## config.mk

```make
export PLATFORM = sky130hd
export DESIGN_NAME = serial_adder_nor
export DESIGN_NICKNAME = d
export VERILOG_FILES = /design/src/rtl/serial_adder_nor.sv
export SDC_FILE = /design/constraint.sdc
export NUM_CORES = 1
export LEC_CHECK = 0
export ABC_AREA = 1
export BUFFER_PORTS_ARGS = -buffer_cell sky130_fd_sc_hd__clkbuf_2
export CORE_MARGIN = 2
export CORE_UTILIZATION = 58
export CTS_CLUSTER_SIZE = 20
export DETAILED_ROUTE_END_ITERATION = 8
export PLACE_DENSITY = 0.79
export SYNTH_ARGS = -nofsm -noshare
export SYNTH_HDL_FRONTEND = slang
export SYNTH_SLANG_ARGS = --single-unit
```

## constraint.sdc

```tcl
create_clock -name clk -period 3.6 [get_ports clk]
set_input_delay 0.18 -clock clk [delete_from_list [all_inputs] [get_ports clk]]
set_output_delay 0.18 -clock clk [all_outputs]
set_load 0.03 [all_outputs]
```

## src/rtl/serial_adder_nor.sv

```systemverilog
// ---------------------------------------------------------------------------
// serial_adder_nor
// Bit-serial WIDTH-bit adder/subtractor. A single NOR-only full-adder cell is
// reused once per clock while the operands shift through it LSB first. This
// is the area-minimal datapath choice next to the flat combinational adders.
//
// Timing, with E the edge that accepts start:
//   edges E+1 .. E+WIDTH : one result bit per edge
//   cycle after E+WIDTH  : done=1, sum/cout/ovf valid
//   edge  E+WIDTH+1      : back to IDLE, ready=1
//   edge  E+WIDTH+2      : earliest edge that can accept the next start
// ---------------------------------------------------------------------------

// ---------------------------------------------------------------------------
// serial_adder_nor_cell
// One-bit full adder built only from two-input NOR gates (nine gates).
//   w_n4 = XNOR(a, b)
//   o_s  = XNOR(w_n4, c) = a ^ b ^ c
//   o_co = NOR(w_n1, w_n5) = maj(a, b, c)
// The nets are wires because gate primitives drive nets, not variables.
// ---------------------------------------------------------------------------
module serial_adder_nor_cell (
    input  wire i_a,
    input  wire i_b,
    input  wire i_c,
    output wire o_s,
    output wire o_co
);

    wire w_n1;
    wire w_n2;
    wire w_n3;
    wire w_n4;
    wire w_n5;
    wire w_n6;
    wire w_n7;

    // First half adder: w_n1 = ~(a|b), w_n2 = ~a&b, w_n3 = a&~b
    nor g_n1 (w_n1, i_a, i_b);
    nor g_n2 (w_n2, i_a, w_n1);
    nor g_n3 (w_n3, i_b, w_n1);
    // w_n4 is a XNOR b
    nor g_n4 (w_n4, w_n2, w_n3);

    // Second half adder folds in the incoming carry
    nor g_n5 (w_n5, w_n4, i_c);
    nor g_n6 (w_n6, w_n4, w_n5);
    nor g_n7 (w_n7, i_c, w_n5);
    nor g_s  (o_s, w_n6, w_n7);

    // Carry out: (a|b) and not (exactly one of a,b set with no carry in)
    nor g_co (o_co, w_n1, w_n5);

endmodule

// ---------------------------------------------------------------------------
// serial_adder_nor (top)
// Controller plus operand/result shift registers around the NOR cell.
// All outputs come straight from registers.
// ---------------------------------------------------------------------------
module serial_adder_nor #(
    parameter int WIDTH = 8,
    parameter int CNT_W = 4
) (
    input  logic             clk,
    input  logic             rst_n,
    input  logic             start,
    input  logic             sub,
    input  logic             cin,
    input  logic [WIDTH-1:0] a,
    input  logic [WIDTH-1:0] b,
    output logic             ready,
    output logic             done,
    output logic [WIDTH-1:0] sum,
    output logic             cout,
    output logic             ovf
);

    typedef enum logic [1:0] {
        ST_IDLE  = 2'd0,
        ST_SHIFT = 2'd1,
        ST_DONE  = 2'd2
    } state_t;

    // Counter value on the edge that processes the MSB
    localparam logic [CNT_W-1:0] LP_LAST_BIT = CNT_W'(WIDTH - 1);
    localparam logic [CNT_W-1:0] LP_CNT_ONE  = CNT_W'(1);

    state_t           r_state;
    logic [WIDTH-1:0] r_a;
    logic [WIDTH-1:0] r_b;
    logic             r_carry;
    logic [CNT_W-1:0] r_cnt;
    logic [WIDTH-1:0] r_sum;
    logic             r_ready;
    logic             r_done;
    logic             r_cout;
    logic             r_ovf;

    wire              w_bit_s;
    wire              w_bit_co;

    // The single arithmetic cell, fed by the current LSBs and the carry
    serial_adder_nor_cell u_cell (
        .i_a  (r_a[0]),
        .i_b  (r_b[0]),
        .i_c  (r_carry),
        .o_s  (w_bit_s),
        .o_co (w_bit_co)
    );

    // Controller FSM: capture operands, shift one bit per edge, pulse done
    always_ff @(posedge clk or negedge rst_n) begin
        if (!rst_n) begin
            r_state <= ST_IDLE;
            r_a     <= {WIDTH{1'b0}};
            r_b     <= {WIDTH{1'b0}};
            r_carry <= 1'b0;
            r_cnt   <= {CNT_W{1'b0}};
            r_sum   <= {WIDTH{1'b0}};
            r_ready <= 1'b1;
            r_done  <= 1'b0;
            r_cout  <= 1'b0;
            r_ovf   <= 1'b0;
        end else begin
            case (r_state)
                ST_IDLE: begin
                    r_done <= 1'b0;
                    if (start) begin
                        // Subtraction is A + ~B + 1, so invert B here and
                        // force the initial carry; cin only matters for add.
                        r_a     <= a;
                        r_b     <= sub ? ~b : b;
                        r_carry <= sub ? 1'b1 : cin;
                        r_cnt   <= {CNT_W{1'b0}};
                        r_sum   <= {WIDTH{1'b0}};
                        r_ready <= 1'b0;
                        r_state <= ST_SHIFT;
                    end else begin
                        r_ready <= 1'b1;
                        r_state <= ST_IDLE;
                    end
                end

                ST_SHIFT: begin
                    // Result bits enter at the top and walk down, so after
                    // WIDTH edges bit 0 of the result sits at sum[0].
                    r_sum   <= {w_bit_s, r_sum[WIDTH-1:1]};
                    r_a     <= {1'b0, r_a[WIDTH-1:1]};
                    r_b     <= {1'b0, r_b[WIDTH-1:1]};
                    r_carry <= w_bit_co;
                    r_cnt   <= r_cnt + LP_CNT_ONE;
                    if (r_cnt == LP_LAST_BIT) begin
                        // r_carry is the carry into the MSB at this point
                        r_ovf   <= r_carry ^ w_bit_co;
                        r_cout  <= w_bit_co;
                        r_done  <= 1'b1;
                        r_state <= ST_DONE;
                    end else begin
                        r_state <= ST_SHIFT;
                    end
                end

                ST_DONE: begin
                    // done lasts exactly this one cycle; ready returns with IDLE
                    r_done  <= 1'b0;
                    r_ready <= 1'b1;
                    r_state <= ST_IDLE;
                end

                default: begin
                    r_done  <= 1'b0;
                    r_ready <= 1'b1;
                    r_state <= ST_IDLE;
                end
            endcase
        end
    end

    assign ready = r_ready;
    assign done  = r_done;
    assign sum   = r_sum;
    assign cout  = r_cout;
    assign ovf   = r_ovf;

endmodule
```

==> results.py <==
metrics = {
    "synth": {
        "syn_nets": 232,
        "yosysSeqAreaShare_pct": 51.4,
        "synth_cell_types": 22,
        "synth-seq-cells": 35,
        "avgSynthCellArea_um2": 8.17,
        "synthCells": 209,
        "syn_area_mm2": 0.00171,
        "ys_warn_count": 0,
    },
    "power_and_ir_drop": {
        "leakage_nw": 1.08,
        "power_frac_seq_pct": 40.3,
        "vdd_drop_max_mv": 0.708,
        "sw_frac_of_total_pct": 41.3,
        "total_power_w": 0.00166,
        "combPwrFrac_pct": 38.5,
        "p_int_w": 0.000977,
        "clkPwrFrac_pct": 21.2,
        "power.switching_w": 0.000686,
        "power_density_mw_per_mm2": 856,
    },
    "global_route": {
        "antenna_found_initial": 0,
        "gr-total-overflow": 0,
        "grt_max_degree": 36,
        "track_usage_pct": 20.9,
        "grt_pass1_wl_mm": 5.45,
        "grt_pass1_vias": 1287,
    },
    "floorplanning": {
        "core_area_mm2": 0.00278,
        "row_count": 19,
        "ioPinCount": 33,
        "die-area_mm2": 0.00339,
        "start_util_pct": 61.4,
        "dieHeight_um": 58.2,
        "die_w_um": 58.2,
    },
    "worst_setup_path": {
        "critical_path_class": "register to register",
        "cp-end-kind": "register",
        "cp_slowest_stage_delay_ns": 0.40,
        "critPathTopFamily": "simple AND/OR/NAND/NOR gates",
        "critPathBufInv": 2,
        "crit_chain": "inv_2 > nand2_4 > inv_4 > nand2_1 > nand2_1 > nand2_1",
        "r2r-start": "r_state[1]",
        "critPathMostFrequentCell": "nand2_1",
        "r2r-end": "cout",
        "r2r_slack_ns": 2.25,
        "cp_max_fo": 34,
        "slowest_stage": "dfrtp_1",
        "start_kind": "register",
        "r2r_cells": 6,
        "worst_ep_arrival_time_ns": 1.59,
        "crit_required_ns": 3.84,
    },
    "sta": {
        "fin_crit_sh_pct": 37.5,
        "rsz0062_at_grt": "no",
        "fin_hold_ws_ns": 0.0205,
        "drv_slew": 0,
        "fmax_ghz": 0.741,
        "max-slew-margin-rel_pct": 45.5,
        "finalSetupTns_ns": 0,
        "finalCriticalPeriod_ns": 1.35,
        "clock_skew_ns": 0.0156,
        "worst_pin_slew_ns": 0.817,
        "hold_violations": 0,
        "setup_viol_count_final": 0,
    },
    "route": {
        "detail-route-antenna-nets": 0,
        "wl_per_cell_um": 11.4,
        "drc": 0,
        "vias": 1413,
        "routed_wl_mm": 3.09,
        "vias_per_cell": 5.19,
        "drtIter0Drc": 61,
        "drtPass1Iterations": 4,
    },
    "clocking": {
        "clk_latency_ns": 0.35,
        "cts_tree": "built",
        "htreeDepth": 2,
        "cts.path.max_buffers": 2,
        "cts_made_buffers": 5,
        "post_cts_buffers": 0,
        "cts-root-buf": "clkbuf_4",
        "clkSlewWorstSetupHoldPaths_ns": 0.12,
        "clock-sinks": 35,
    },
    "hold_path": {
        "hold_depth": 3,
        "min_from": "a[7]",
        "hold_end": "r_a[7]",
        "hp-class": "input pin to register",
    },
    "placement": {
        "post-dp-hpwl_mm": 2.10,
        "portBuffers": 32,
        "dpl-instance-area_mm2": 0.00183,
        "place_congestion": 0.765,
    },
    "layout": {
        "num_antenna_cells": 0,
        "drive_above_1_share_pct": 20.3,
        "final_cell_area_mm2": 0.00194,
        "nets": 263,
        "synthToLayoutAreaGrowth_pct": 13.9,
    },
    "run": {
        "cap_violations": 0,
    },
    "run_status": {
        "status": "finished clean",
    },
}
==> cells by family after synthesis <==
| family | after synthesis | synth area share [%] |
|---|---|---|
| buffers and inverters | 26 | 8.58 |
| DFF | 35 | 51.4 |
| xor gates and xnor gates | 2 | 1.03 |
| AOI/OAI and AO/OA | 6 | 1.83 |
| and+or+nand+nor | 138 | 35.3 |
| adders and majority gates | 2 | 1.91 |
==> cell type report <==
class,instances,area (um^2)
well taps,31,38.8
multi-input cells,148,683
clock buffers,5,37.5
clock inverters,3,67.6
inverters,17,68.8
fillers,231,838
repair buffers,33,170
flip-flops and latches,35,877
==> state kept, by name, summed over array words and instances, names as in the netlist <==
signal   cells
r_a          8
r_b          8
sum          8
r_cnt        4
r_state      2
cout         1
done         1
ovf          1
r_carry      1
ready        1
==> worst register-to-register path, cell delays in order, from the launching register on <==
cell     delay, ns
dfrtp_1       0.40
inv_2         0.10
nand2_4       0.21
inv_4         0.31
nand2_1       0.11
nand2_1       0.07
nand2_1       0.05
==> per-stage QoR <==
step / cells / setup WS (ns) / utilization, %
after floorplan: 209 / 2.40 / -
after global placement: 263 / 2.29 / 65.7
after CTS: 272 / 2.25 / 69.9
after detailed placement: 263 / 2.27 / 65.7
after global routing: 272 / 2.11 / 69.9
final: 272 / 2.25 / 69.9
==> cell usage in the layout, fill, tap and decap left out <==
| cell | synthesis | final |
|---|---|---|
| nand2_2 | 1 | 1 |
| dfstp_2 | 1 | 1 |
| nand4_1 | 1 | 1 |
| bufinv_16 | 0 | 2 |
| or2_2 | 1 | 1 |
| dlygate4sd3_1 | 0 | 1 |
| ha_1 | 1 | 1 |
| inv_2 | 1 | 1 |
| clkbuf_2 | 0 | 32 |
| nand2_1 | 81 | 81 |
| a21oi_1 | 1 | 1 |
| o21ai_0 | 4 | 4 |
| clkinvlp_4 | 0 | 1 |
| o22ai_1 | 1 | 1 |
| nor2_1 | 7 | 7 |
| inv_1 | 14 | 14 |
| xnor2_1 | 2 | 2 |
| clkbuf_4 | 0 | 5 |
| fa_1 | 1 | 1 |
| nand3_2 | 1 | 1 |
| nand2_4 | 2 | 2 |
| nand3_1 | 44 | 44 |
| inv_4 | 2 | 2 |
| dfrtp_1 | 34 | 34 |
==> how the worst max path moves through the flow <==
stage | from | endpoint | slack (ns) | cells past startpoint
final | r_state[1] | cout | 2.25 | 6
after global placement | r_state[1] | ovf | 2.29 | 6
after detailed placement | r_state[1] | cout | 2.27 | 6
after global routing | r_state[1] | r_cnt[2] | 2.11 | 5
after floorplan | r_carry | ovf | 2.40 | 5
after CTS | r_state[1] | cout | 2.25 | 6
==> power groups by stage <==
stage                     clock network (W)  logic (W)  registers, W
after CTS                          0.000359   0.000648      0.000668
after global placement                    0   0.000632      0.000674
final                              0.000353   0.000640      0.000670
after global routing               0.000376   0.000728      0.000691
after detailed placement                  0   0.000643      0.000675
after floorplan                           0   0.000414      0.000778
==> cells in the mapped netlist <==
master / n / area share (%)
or2_2: 1 / 0.37
nand2_1: 81 / 18
nand2_4: 2 / 1.3
buf_6: 4 / 2.6
nor2_1: 7 / 1.5
nand3_2: 1 / 0.59
o21ai_0: 4 / 1.2
nand4_1: 1 / 0.37
buf_2: 2 / 0.59
dfstp_2: 1 / 1.5
inv_4: 2 / 0.73
nand3_1: 44 / 13
fa_1: 1 / 1.2
a21oi_1: 1 / 0.29
dfrtp_1: 34 / 50
o22ai_1: 1 / 0.37
inv_1: 14 / 3.1
inv_2: 1 / 0.22
nand2_2: 1 / 0.37
buf_4: 3 / 1.3
ha_1: 1 / 0.73
xnor2_1: 2 / 1.0
==> layer usage <==
| layer | track usage (%) | part of all wire (%) | vias to the layer above |
|---|---|---|---|
| li1 | - | - | 723 |
| met1 | 28.6 | 47 | 645 |
| met2 | 32.1 | 47 | 43 |
| met3 | 6.03 | 5.8 | 2 |
| met4 | 7.31 | 0.52 | 0 |
| met5 | 0 | 0 | - |
==> what timing repair did <==
action	CTS	global route
resized for setup	0	0
hold endpoints to repair	34	0
hold buffers	1	0
Power figures use the tool's default switching activity.
